$ cat config.mk
export PLATFORM = sky130hd
export DESIGN_NAME = node_out_window_counter
export DESIGN_NICKNAME = d
export VERILOG_FILES = /design/src/rtl/node_out_window_counter.sv
export SDC_FILE = /design/constraint.sdc
export NUM_CORES = 1
export LEC_CHECK = 0
export ABC_CLOCK_PERIOD_IN_PS = 1700
export CAP_MARGIN = 10
export CORE_ASPECT_RATIO = 2
export CORE_MARGIN = 1.5
export CORE_UTILIZATION = 49
export DETAILED_ROUTE_END_ITERATION = 10
export GPL_ROUTABILITY_DRIVEN = 0
export PLACE_DENSITY = 0.84
export SETUP_SLACK_MARGIN = 0.1
export SLEW_MARGIN = 0
export SYNTH_ARGS = -nofsm -noshare
export SYNTH_HDL_FRONTEND = slang
export SYNTH_SLANG_ARGS = --single-unit
$ cat constraint.sdc
create_clock -name clk -period 1.7 [get_ports clk]
set_input_delay 0.34 -clock clk [delete_from_list [all_inputs] [get_ports clk]]
set_output_delay 0.34 -clock clk [all_outputs]
set_load 0.005 [all_outputs]
$ cat src/rtl/node_out_window_counter.sv
// Samples a node's 1-bit output over back-to-back windows of WINDOW cycles.
// Each window produces a count of qualified ones and transitions, handed off via valid/ready.
module node_out_window_counter #(
  parameter int unsigned WINDOW = 40,
  parameter int unsigned CNT_W  = 6,
  parameter int unsigned IDX_W  = 10
) (
  input  logic             clk,
  input  logic             rst_n,
  input  logic             start,
  input  logic             stop,
  input  logic             node_out,
  input  logic             high,
  output logic [CNT_W-1:0] ones_cnt,
  output logic [CNT_W-1:0] edge_cnt,
  output logic [IDX_W-1:0] win_idx,
  output logic             res_valid,
  input  logic             res_ready,
  output logic             overrun,
  output logic             busy
);

  localparam int unsigned CYC_W = $clog2(WINDOW);

  typedef enum logic {IDLE, RUN} state_t;

  state_t             state, state_next;
  logic [CYC_W-1:0]   cyc;
  logic [CNT_W-1:0]   ones_acc, edge_acc;
  logic [IDX_W-1:0]   win_cnt;
  logic               prev;

  logic               sample_c, last_c, consume_c;
  logic [CNT_W-1:0]   ones_sum_c, edge_sum_c;

  // State register
  always_ff @(posedge clk or negedge rst_n) begin
    if (!rst_n) state <= IDLE;
    else        state <= state_next;
  end

  // Next state: stop wins over everything in RUN, start only matters in IDLE
  always_comb begin
    state_next = state;
    case (state)
      IDLE:    if (start) state_next = RUN;
      RUN:     if (stop)  state_next = IDLE;
      default: state_next = IDLE;
    endcase
  end

  // The first sample of a window never counts an edge, so windows stay independent
  always_comb begin
    sample_c   = (state == RUN) && !stop;
    last_c     = sample_c && (cyc == CYC_W'(WINDOW - 1));
    consume_c  = res_valid && res_ready;
    ones_sum_c = ones_acc + CNT_W'(node_out & high);
    edge_sum_c = edge_acc + CNT_W'((cyc != '0) && (node_out != prev));
  end

  always_ff @(posedge clk or negedge rst_n) begin
    if (!rst_n) begin
      busy      <= 1'b0;
      cyc       <= '0;
      ones_acc  <= '0;
      edge_acc  <= '0;
      win_cnt   <= '0;
      prev      <= 1'b0;
      ones_cnt  <= '0;
      edge_cnt  <= '0;
      win_idx   <= '0;
      res_valid <= 1'b0;
      overrun   <= 1'b0;
    end else begin
      busy <= (state_next == RUN);

      if ((state == IDLE) && start) begin
        cyc      <= '0;
        ones_acc <= '0;
        edge_acc <= '0;
        win_cnt  <= '0;
        overrun  <= 1'b0;
      end else if (sample_c) begin
        prev <= node_out;
        if (last_c) begin
          cyc      <= '0;
          ones_acc <= '0;
          edge_acc <= '0;
          win_cnt  <= win_cnt + IDX_W'(1);
        end else begin
          cyc      <= cyc + CYC_W'(1);
          ones_acc <= ones_sum_c;
          edge_acc <= edge_sum_c;
        end
      end

      // A held, unconsumed result is never overwritten; the new one is dropped
      if (last_c) begin
        if (!res_valid || consume_c) begin
          ones_cnt  <= ones_sum_c;
          edge_cnt  <= edge_sum_c;
          win_idx   <= win_cnt;
          res_valid <= 1'b1;
        end else begin
          overrun <= 1'b1;
        end
      end else if (consume_c) begin
        res_valid <= 1'b0;
      end
    end
  end

endmodule
==> run metrics, run 1 <==
FF-to-FF End edge_cnt[4]$_DFFE_PN0P_; core footprint 4910 um^2; sequential area share after synthesis 53.8%; critical path endpoint edge_cnt[4]$_DFFE_PN0P_; Post-synth ARST share 100%; area share of the largest cell type after synthesis 53.8%; Mapped Cells 217; Via density 5.73; via count 2029; Die Width 53.6 um; r2r startpoint cyc[3]$_DFFE_PN0P_; nets 310; initial antenna violation count 0; Worst Skew 0.0113 ns; synth unique cells 40; DP Area 3160 um^2; Avg Cell Area, Syn 11.6 um^2; reg2reg setup slack -0.16 ns; Crit Path Category reg2reg; Die Ht 104 um; EDFF count, synth 0; clk_lat worst skew 0.31 ns; status finished with violations; Max IR drop VDD 786 uV; fill count 291; CTS Buffer Depth 2; # diodes 0; Pleak 1.73 nW; final setup vio count 33; ANT nets after route 0; # port buffers 31; Worst setup SP type register; clock sinks 54; first-pass GRT wire length 9.78 mm; Setup WS post-layout -0.161 ns; vias in the first global route 2078; CTS Buf Count 5; setup tns final -1.79 ns; fin crit share 109%; RSZ-0062 raised after global routing yes; critical path data required time 1.89 ns; fin area 3660 um^2; Final Non-Filler Cells 354; f_max 537 MHz; Crit Path Max Fanout 3; Detailed Place HPWL 4.04 mm; total number of yosys warnings 0; placed insts 332; H-tree Lvls 2; Tmin final 1.86 ns; worst slew pin tran 0.507 ns; DRC 0; flops & latches, synth 54; Max stage delay cell, worst path dfrtp_2; # rows 36; crit path capture type register; Synth area leader dfrtp_1; commonest non-fill, non-tap cell in the layout dfrtp_1; worst reg2reg path depth 7; DR pass1 iterations 4; Pwr Density 755 nW/um^2; CTS Hold Bufs 0; pin count of the biggest net entering global routing 36; total wire length 6.40 mm; Area Overhead vs Synth 45.6%; pins over their slew limit 0; most frequent cells in the layout dfrtp_1 (52), clkdlybuf4s50_1 (28), buf_4 (23); crit-path cells nor4_4 -> a21oi_4 -> ha_4 -> ha_2 -> nand3_2 -> xor2_2 -> o21ai_1; share of layout cells above drive strength 1 38.0%; Wirelength per Cell 18.1 um; syn nets 231; hold_ws -0.0112 ns; 1st-iter DRT viols 37; max cap viols 0; crit-path max cell delay 0.45 ns; Synth area leaders dfrtp_1 (54%), mux2_4 (4.8%), nand2_1 (4.0%); Worst Hold Class in2async; failing checks hold timing, setup timing; CP startpoint cyc[3]$_DFFE_PN0P_; Cell Area, Synth 2510 um^2; # IOs 32; Initial Util 51.2%; crit path DAT 2.05 ns; Final Hold Vio Count 19; CTS tree done; GR Overflow Total 0; Worst-path clk slew 0.10 ns; clock root buffer clkbuf_8; predominant post-synthesis flop cell dfrtp_1; die area 5590 um^2; Total GRT Usage 23.5%; worst rel slew slack 66.2%
==> critical path, delay by kind of cell, from the launching register on <==
kind,cells,cell delay (ns)
compound gates,2,0.20
fa+ha+maj,2,0.38
flops,1,0.45
xor+xnor,1,0.21
simple gates,2,0.50
==> layout make-up <==
cell class / instances / area, um^2 / area share (%)
flip-flops and latches: 54 / 1350 / 37.0
multi-input cells: 153 / 1340 / 36.5
repair buffers: 78 / 771 / 21.1
well taps: 57 / 71.3 / 1.95
clock buffers: 5 / 68.8 / 1.88
clock inverters: 3 / 43.8 / 1.20
inverters: 4 / 15.0 / 0.410
==> metal layers <==
metal	part of all wire, %	track usage, %
met3	3.1	3.74
met2	57	40.9
met4	3.1	9.89
met5	0	0
met1	36	26.9
==> logic make-up (layout without fill, tap and decap cells) <==
group,count (synthesis),in the layout,share of synthesized area (%)
buffers and inverters,10,90,2.14
AOI/OAI and AO/OA,35,35,9.06
and+or+nand+nor,77,77,16.7
xor gates and xnor gates,15,15,5.23
adders and majority gates,7,7,3.49
muxes,19,19,9.56
DFF,54,54,53.8
==> where the power goes <==
group	internal (W)	total (W)	switching [W]	leakage, nW
logic	0.000250	0.000496	0.000246	0.928
clock network	0.000442	0.000880	0.000438	0.0585
registers	0.00133	0.00139	0.0000524	0.744
total	0.00203	0.00276	0.000737	1.73
==> worst min path at each step <==
| stage | start | end | slack [ns] |
|---|---|---|---|
| after floorplan | rst_n | busy$_DFF_PN0_ | 0.04 |
| after global placement | rst_n | win_idx[4]$_DFFE_PN0P_ | 0.33 |
| after detailed placement | rst_n | win_cnt[5]$_DFFE_PN0P_ | 0.33 |
| after CTS | rst_n | ones_acc[0]$_DFFE_PN0P_ | 0.002 |
| after global routing | rst_n | win_cnt[4]$_DFFE_PN0P_ | 0.02 |
| final | rst_n | win_cnt[5]$_DFFE_PN0P_ | -0.01 |
==> repair_timing <==
item	4_1_cts	5_1_grt
resized for setup	41	32
setup buffers	9	5
pin swaps	20	12
endpoints found under the setup margin	46	47
==> synth_stat cells (3+ instances only) <==
master     n
a21oi_1    7
a22o_1     6
a31oi_1    5
and3_1     5
dfrtp_1   54
ha_1       7
inv_1      4
mux2_2     8
mux2_4     8
mux2i_1    3
nand2_1   27
nand2b_1   8
nand3_1   13
nor2_1     7
o21ai_0   12
xnor2_1   10
xor2_1     5
==> per-stage QoR <==
step	util (%)	total power [W]	setup slack, ns
floorplan	-	0.00158	0.0136
detailed placement	64.3	0.00175	-0.404
global placement	64.3	0.00172	-0.333
global route	74.5	0.00287	-0.203
CTS	70.6	0.00266	-0.0982
finish	74.5	0.00276	-0.161
==> sequential cells by signal, indices dropped and copies added, names as in the netlist <==
register / cells
busy: 1
cyc: 6
res_valid: 1
edge_acc: 6
prev: 1
edge_cnt: 6
overrun: 1
win_idx: 10
win_cnt: 10
ones_cnt: 6
ones_acc: 6
(Power assumes the default switching activity.)
==> run 2: changes to the inputs <==
--- a/config.mk
+++ b/config.mk
@@ -15,2 +15,3 @@
 export PLACE_DENSITY = 0.84
+export RECOVER_POWER = 50
 export SETUP_SLACK_MARGIN = 0.1
==> constraint.sdc (replaced) <==
create_clock -name clk -period 1.7 [get_ports clk]
set_input_delay 0.255 -clock clk [delete_from_list [all_inputs] [get_ports clk]]
set_output_delay 0.255 -clock clk [all_outputs]
set_load 0.005 [all_outputs]
==> run 2 against run 1 <==
Net effect: via count is 2.7% lower; clock power shrank 18%; highest routed layer unchanged; sequential power about the same; the flow finishes with violations (setup timing); final cell count decreased by 0.56%; die area unchanged; hold slack improved by 0.50 ns; combinational power shrank 27%; core utilization fell by 2.8 points; worst setup slack better by 0.081 ns.
==> run metrics, run 2 (same netlist as run 1, synthesis figures left out) <==
# IOs 32; Area Overhead vs Synth 40.2%; Max IR drop VDD 654 uV; critical path data required time 1.91 ns; fin crit share 105%; Worst Hold Class reg2reg; share of layout cells above drive strength 1 34.2%; worst reg2reg path depth 8; initial antenna violation count 0; commonest non-fill, non-tap cell in the layout dfrtp_1; die area 5590 um^2; Die Width 53.6 um; crit path capture type register; Wirelength per Cell 17.2 um; nets 309; CTS tree done; DRC 0; DP Area 3160 um^2; Pleak 1.69 nW; H-tree Lvls 2; Final Hold Vio Count 0; ANT nets after route 0; Hold EP ones_cnt[4]$_DFFE_PN0P_; clock sinks 54; pin count of the biggest net entering global routing 55; RSZ-0062 raised after global routing yes; Worst setup SP type register; Setup WS post-layout -0.0798 ns; Total GRT Usage 23.2%; Internal Power 0.00179 W; final setup vio count 29; GR Overflow Total 0; Die Ht 104 um; hold path depth 2; r2r startpoint cyc[0]$_DFFE_PN0P_; clk_lat worst skew 0.32 ns; Worst Skew 0.0105 ns; placed insts 333; Tot Pwr 0.00247 W; reg2reg setup slack -0.08 ns; failing checks setup timing; f_max 562 MHz; CTS Buf Count 5; worst slew pin tran 0.715 ns; Tmin final 1.78 ns; max cap viols 0; combinational share of power 14.6%; Initial Util 51.2%; sw frac 27.3%; # diodes 0; fin area 3520 um^2; core footprint 4910 um^2; first-pass GRT wire length 9.58 mm; Largest regs win_cnt (10), win_idx (10); Crit Path Category reg2reg; Seq pwr share 56.2%; FF-to-FF End edge_cnt[5]$_DFFE_PN0P_; # rows 36; P_sw 0.000673 W; crit path DAT 1.99 ns; CP startpoint cyc[0]$_DFFE_PN0P_; most frequent cells in the layout dfrtp_1 (52), clkdlybuf4s50_1 (30), buf_4 (28); # port buffers 31; Crit Path Max Fanout 4; DR pass1 iterations 4; status finished with violations; Final Non-Filler Cells 352; clock share of power 29.2%; CTS Buffer Depth 2; worst rel slew slack 52.3%; HP Start ones_cnt[4]$_DFFE_PN0P_; Detailed Place HPWL 3.98 mm; vias in the first global route 2013; clock root buffer clkbuf_8; Pwr Density 700 nW/um^2; Via density 5.61; Worst-path clk slew 0.10 ns; 1st-iter DRT viols 41; total wire length 6.06 mm; hold_ws 0.487 ns; pins over their slew limit 0; via count 1974
==> run 2: metal layers <==
| layer | wire (um) | track usage, % | share of wire (%) | vias up |
|---|---|---|---|---|
| li1 | - | - | - | 925 |
| met1 | 2140 | 25.8 | 35 | 980 |
| met2 | 3530 | 40.7 | 58 | 53 |
| met3 | 168 | 3.30 | 2.8 | 16 |
| met4 | 221 | 11.2 | 3.6 | 0 |
| met5 | 0 | 0 | 0 | - |
==> run 2: timing repair <==
item	CTS	global route
hold buffers	1	0
gates cloned	0	1
setup buffers	7	3
gates resized for setup	18	26
pin swaps	12	21
endpoints found under the setup margin	43	49
endpoints found under the hold margin	54	0
==> run 2: power groups by stage <==
stage          logic [W]  clock network [W]  registers [W]
4_1_cts         0.000350           0.000711        0.00138
2_1_floorplan   0.000189                  0        0.00139
3_5_place_dp    0.000344                  0        0.00141
6_report        0.000361           0.000721        0.00139
3_3_place_gp    0.000332                  0        0.00140
5_1_grt         0.000408           0.000766        0.00139
==> run 2: worst max path at each step <==
stage,cells past startpoint,end
2_1_floorplan,7,edge_cnt[5]$_DFFE_PN0P_
3_3_place_gp,8,edge_cnt[5]$_DFFE_PN0P_
3_5_place_dp,8,edge_cnt[5]$_DFFE_PN0P_
4_1_cts,8,edge_cnt[5]$_DFFE_PN0P_
5_1_grt,8,edge_cnt[5]$_DFFE_PN0P_
6_report,8,edge_cnt[5]$_DFFE_PN0P_
==> run 2: per-stage QoR <==
stage / setup WS (ns) / utilization [%] / setup TNS (ns)
6_report: -0.0798 / 71.8 / -0.992
5_1_grt: -0.185 / 71.8 / -3.52
3_5_place_dp: -0.288 / 64.4 / -4.51
2_1_floorplan: 0.0136 / - / 0
3_3_place_gp: -0.259 / 64.4 / -3.31
4_1_cts: -0.0983 / 69.1 / -1.03
==> run 2: cell type report <==
class / count / area (um^2)
Clock buffer: 5 / 68.8
Fill cell: 326 / 1390
Sequential cell: 54 / 1350
Clock inverter: 2 / 13.8
Inverter: 4 / 15.0
Tap cell: 57 / 71.3
Multi-Input combinational cell: 153 / 1260
Timing Repair Buffer: 77 / 736
==> run 2: worst max-delay path, cell delays in order, from the launching register on <==
cell     delay, ns
dfrtp_1       0.43
inv_1         0.06
ha_2          0.17
a21oi_2       0.12
ha_2          0.20
and3_4        0.21
nand3_4       0.08
xnor2_2       0.15
mux2_4        0.26
==> edit (config.mk and constraints of run 2) <==
Put one more register stage on the output `ones_cnt`, without a reset. The value now appears one clock later. The other outputs are not delayed to match.
--- a/src/rtl/node_out_window_counter.sv
+++ b/src/rtl/node_out_window_counter.sv
@@ -23,6 +23,8 @@
   localparam int unsigned CYC_W = $clog2(WINDOW);
 
   typedef enum logic {IDLE, RUN} state_t;
+
+  logic [CNT_W-1:0] ones_cnt_s0;
 
   state_t             state, state_next;
   logic [CYC_W-1:0]   cyc;
@@ -66,7 +68,7 @@
       edge_acc  <= '0;
       win_cnt   <= '0;
       prev      <= 1'b0;
-      ones_cnt  <= '0;
+      ones_cnt_s0 <= '0;
       edge_cnt  <= '0;
       win_idx   <= '0;
       res_valid <= 1'b0;
@@ -97,7 +99,7 @@
       // A held, unconsumed result is never overwritten; the new one is dropped
       if (last_c) begin
         if (!res_valid || consume_c) begin
-          ones_cnt  <= ones_sum_c;
+          ones_cnt_s0 <= ones_sum_c;
           edge_cnt  <= edge_sum_c;
           win_idx   <= win_cnt;
           res_valid <= 1'b1;
@@ -110,4 +112,8 @@
     end
   end
 
+  always_ff @(posedge clk) begin
+    ones_cnt <= ones_cnt_s0;
+  end
+
 endmodule
Function: no difference found for any inputs over 10 cycles, from zero or initial values and one cycle with rst_n low; that may be too few to reach the edited logic, so the function may still have changed.
==> edit against run 2 <==
The run still ends with setup timing left. Maximum frequency shrank 2.4%. Design area grew 7.5%. Clock skew decreased by 1.1 ps. Worst setup slack worse by 43 ps. Sequential cell count rose by 6. Total power is 26% higher. Clock power rose by 58%. Synthesized area up 4.2%. Routed wire length increased by 12%. First-iteration DRC count rose by 7.3%. Die area is 4.0% higher. Synthesized cell count is 0.92% higher.
==> edit: results (changes against run 2) <==
outcome finished with violations; final setup fails 13 (-55%); total length of routed wires 6.77 mm (+12%); Vias/cell 5.86 (+4.4%); Worst Skew 9.38 ps (-1.13 ps); placed inst area 0.00321 mm² (+1.4%); met2 usage 40.5% (-0.26 points); post-synthesis sequential area ratio 56.2% (+2.4 points); Non-Filler Instances 359 (+2.0%); Worst VDD drop 0.762 mV (+16%); mux cell area share after synthesis 9.99% (+0.43 points); Synth cell types 38 (-5.0%); Worst Hold Launch ones_cnt_s0[3]; Skew-Pair Late Insertion Delay 350 ps (+30 ps); Gate power share 14.1% (-0.5 points); starting DRC count in detailed routing 44 (+7.3%); H-Tree Depth 3 (+1); wire length on met1 2.36 mm (+9.9%); failing checks setup timing; post-synthesis compound-gate area fraction 9.27% (+0.21 points); Post-DP HPWL 3.92 mm (-1.6%); Post-Place Worst Slack -341 ps (-52.6 ps); post-CTS setup buffers 3 (-4); Met3 Wirelength 249 µm (+48%); Inst Count DP 332 (-0.30%); post-route setup slack -123 ps (-43.4 ps); Post-layout nets 310 (+0.32%); Pleak 1.78 nW (+5.4%); crit-path max FO 3 (-1); Power Combinational 0.439 mW (+22%); XOR/XNOR Fraction of Synth Area 5.02% (-0.21 points); grt met1 use 25.7% (-0.095 points); M3 GR Usage 5.34% (+2.0 points); Gate Count Post-Synth 219 (+0.92%); Commonest cells post-synth 54 x dfrtp_1, 15 x nand2_1, 15 x nor2_1; Adder-Cell Fraction of Synth Area 3.35% (-0.14 points); synth top area cells dfrtp_1 52%, dfxtp_1 4.6%, mux2_4 4.6%; clock power share 36.5% (+7.3 points); r2r startpoint cyc[1]; CTS Buf Count 9 (+4)
[edit: final timing paths]
check / slack, ps / cells after the start / endpoint
min in group asynchronous: 610 / 3 / ones_cnt_s0[0]
worst max-delay path: -120 / 8 / edge_cnt[5]
worst min register to register: 380 / 0 / ones_cnt[3]
worst max register to register: -120 / 8 / edge_cnt[5]
max in group asynchronous: 540 / 3 / cyc[0]
worst min-delay path: 380 / 0 / ones_cnt[3]
[edit: final cells by class]
cell class	count	area, µm²	area share (%)
sequential	60	1470	38.9
multi-input combinational	147	1320	34.8
clock buffer	14	163	4.29
tap	58	72.6	1.92
clock inverter	2	10.0	0.264
inverter	7	31.3	0.826
timing repair buffer	71	722	19.1
[edit: through the flow]
| stage | TNS (ps) | utilization [%] |
|---|---|---|
| 2_1_floorplan | -1360 | - |
| 3_3_place_gp | -6070 | 62.5 |
| 3_5_place_dp | -7010 | 62.5 |
| 4_1_cts | -1210 | 68.2 |
| 5_1_grt | -2700 | 73.7 |
| 6_report | -820 | 73.7 |
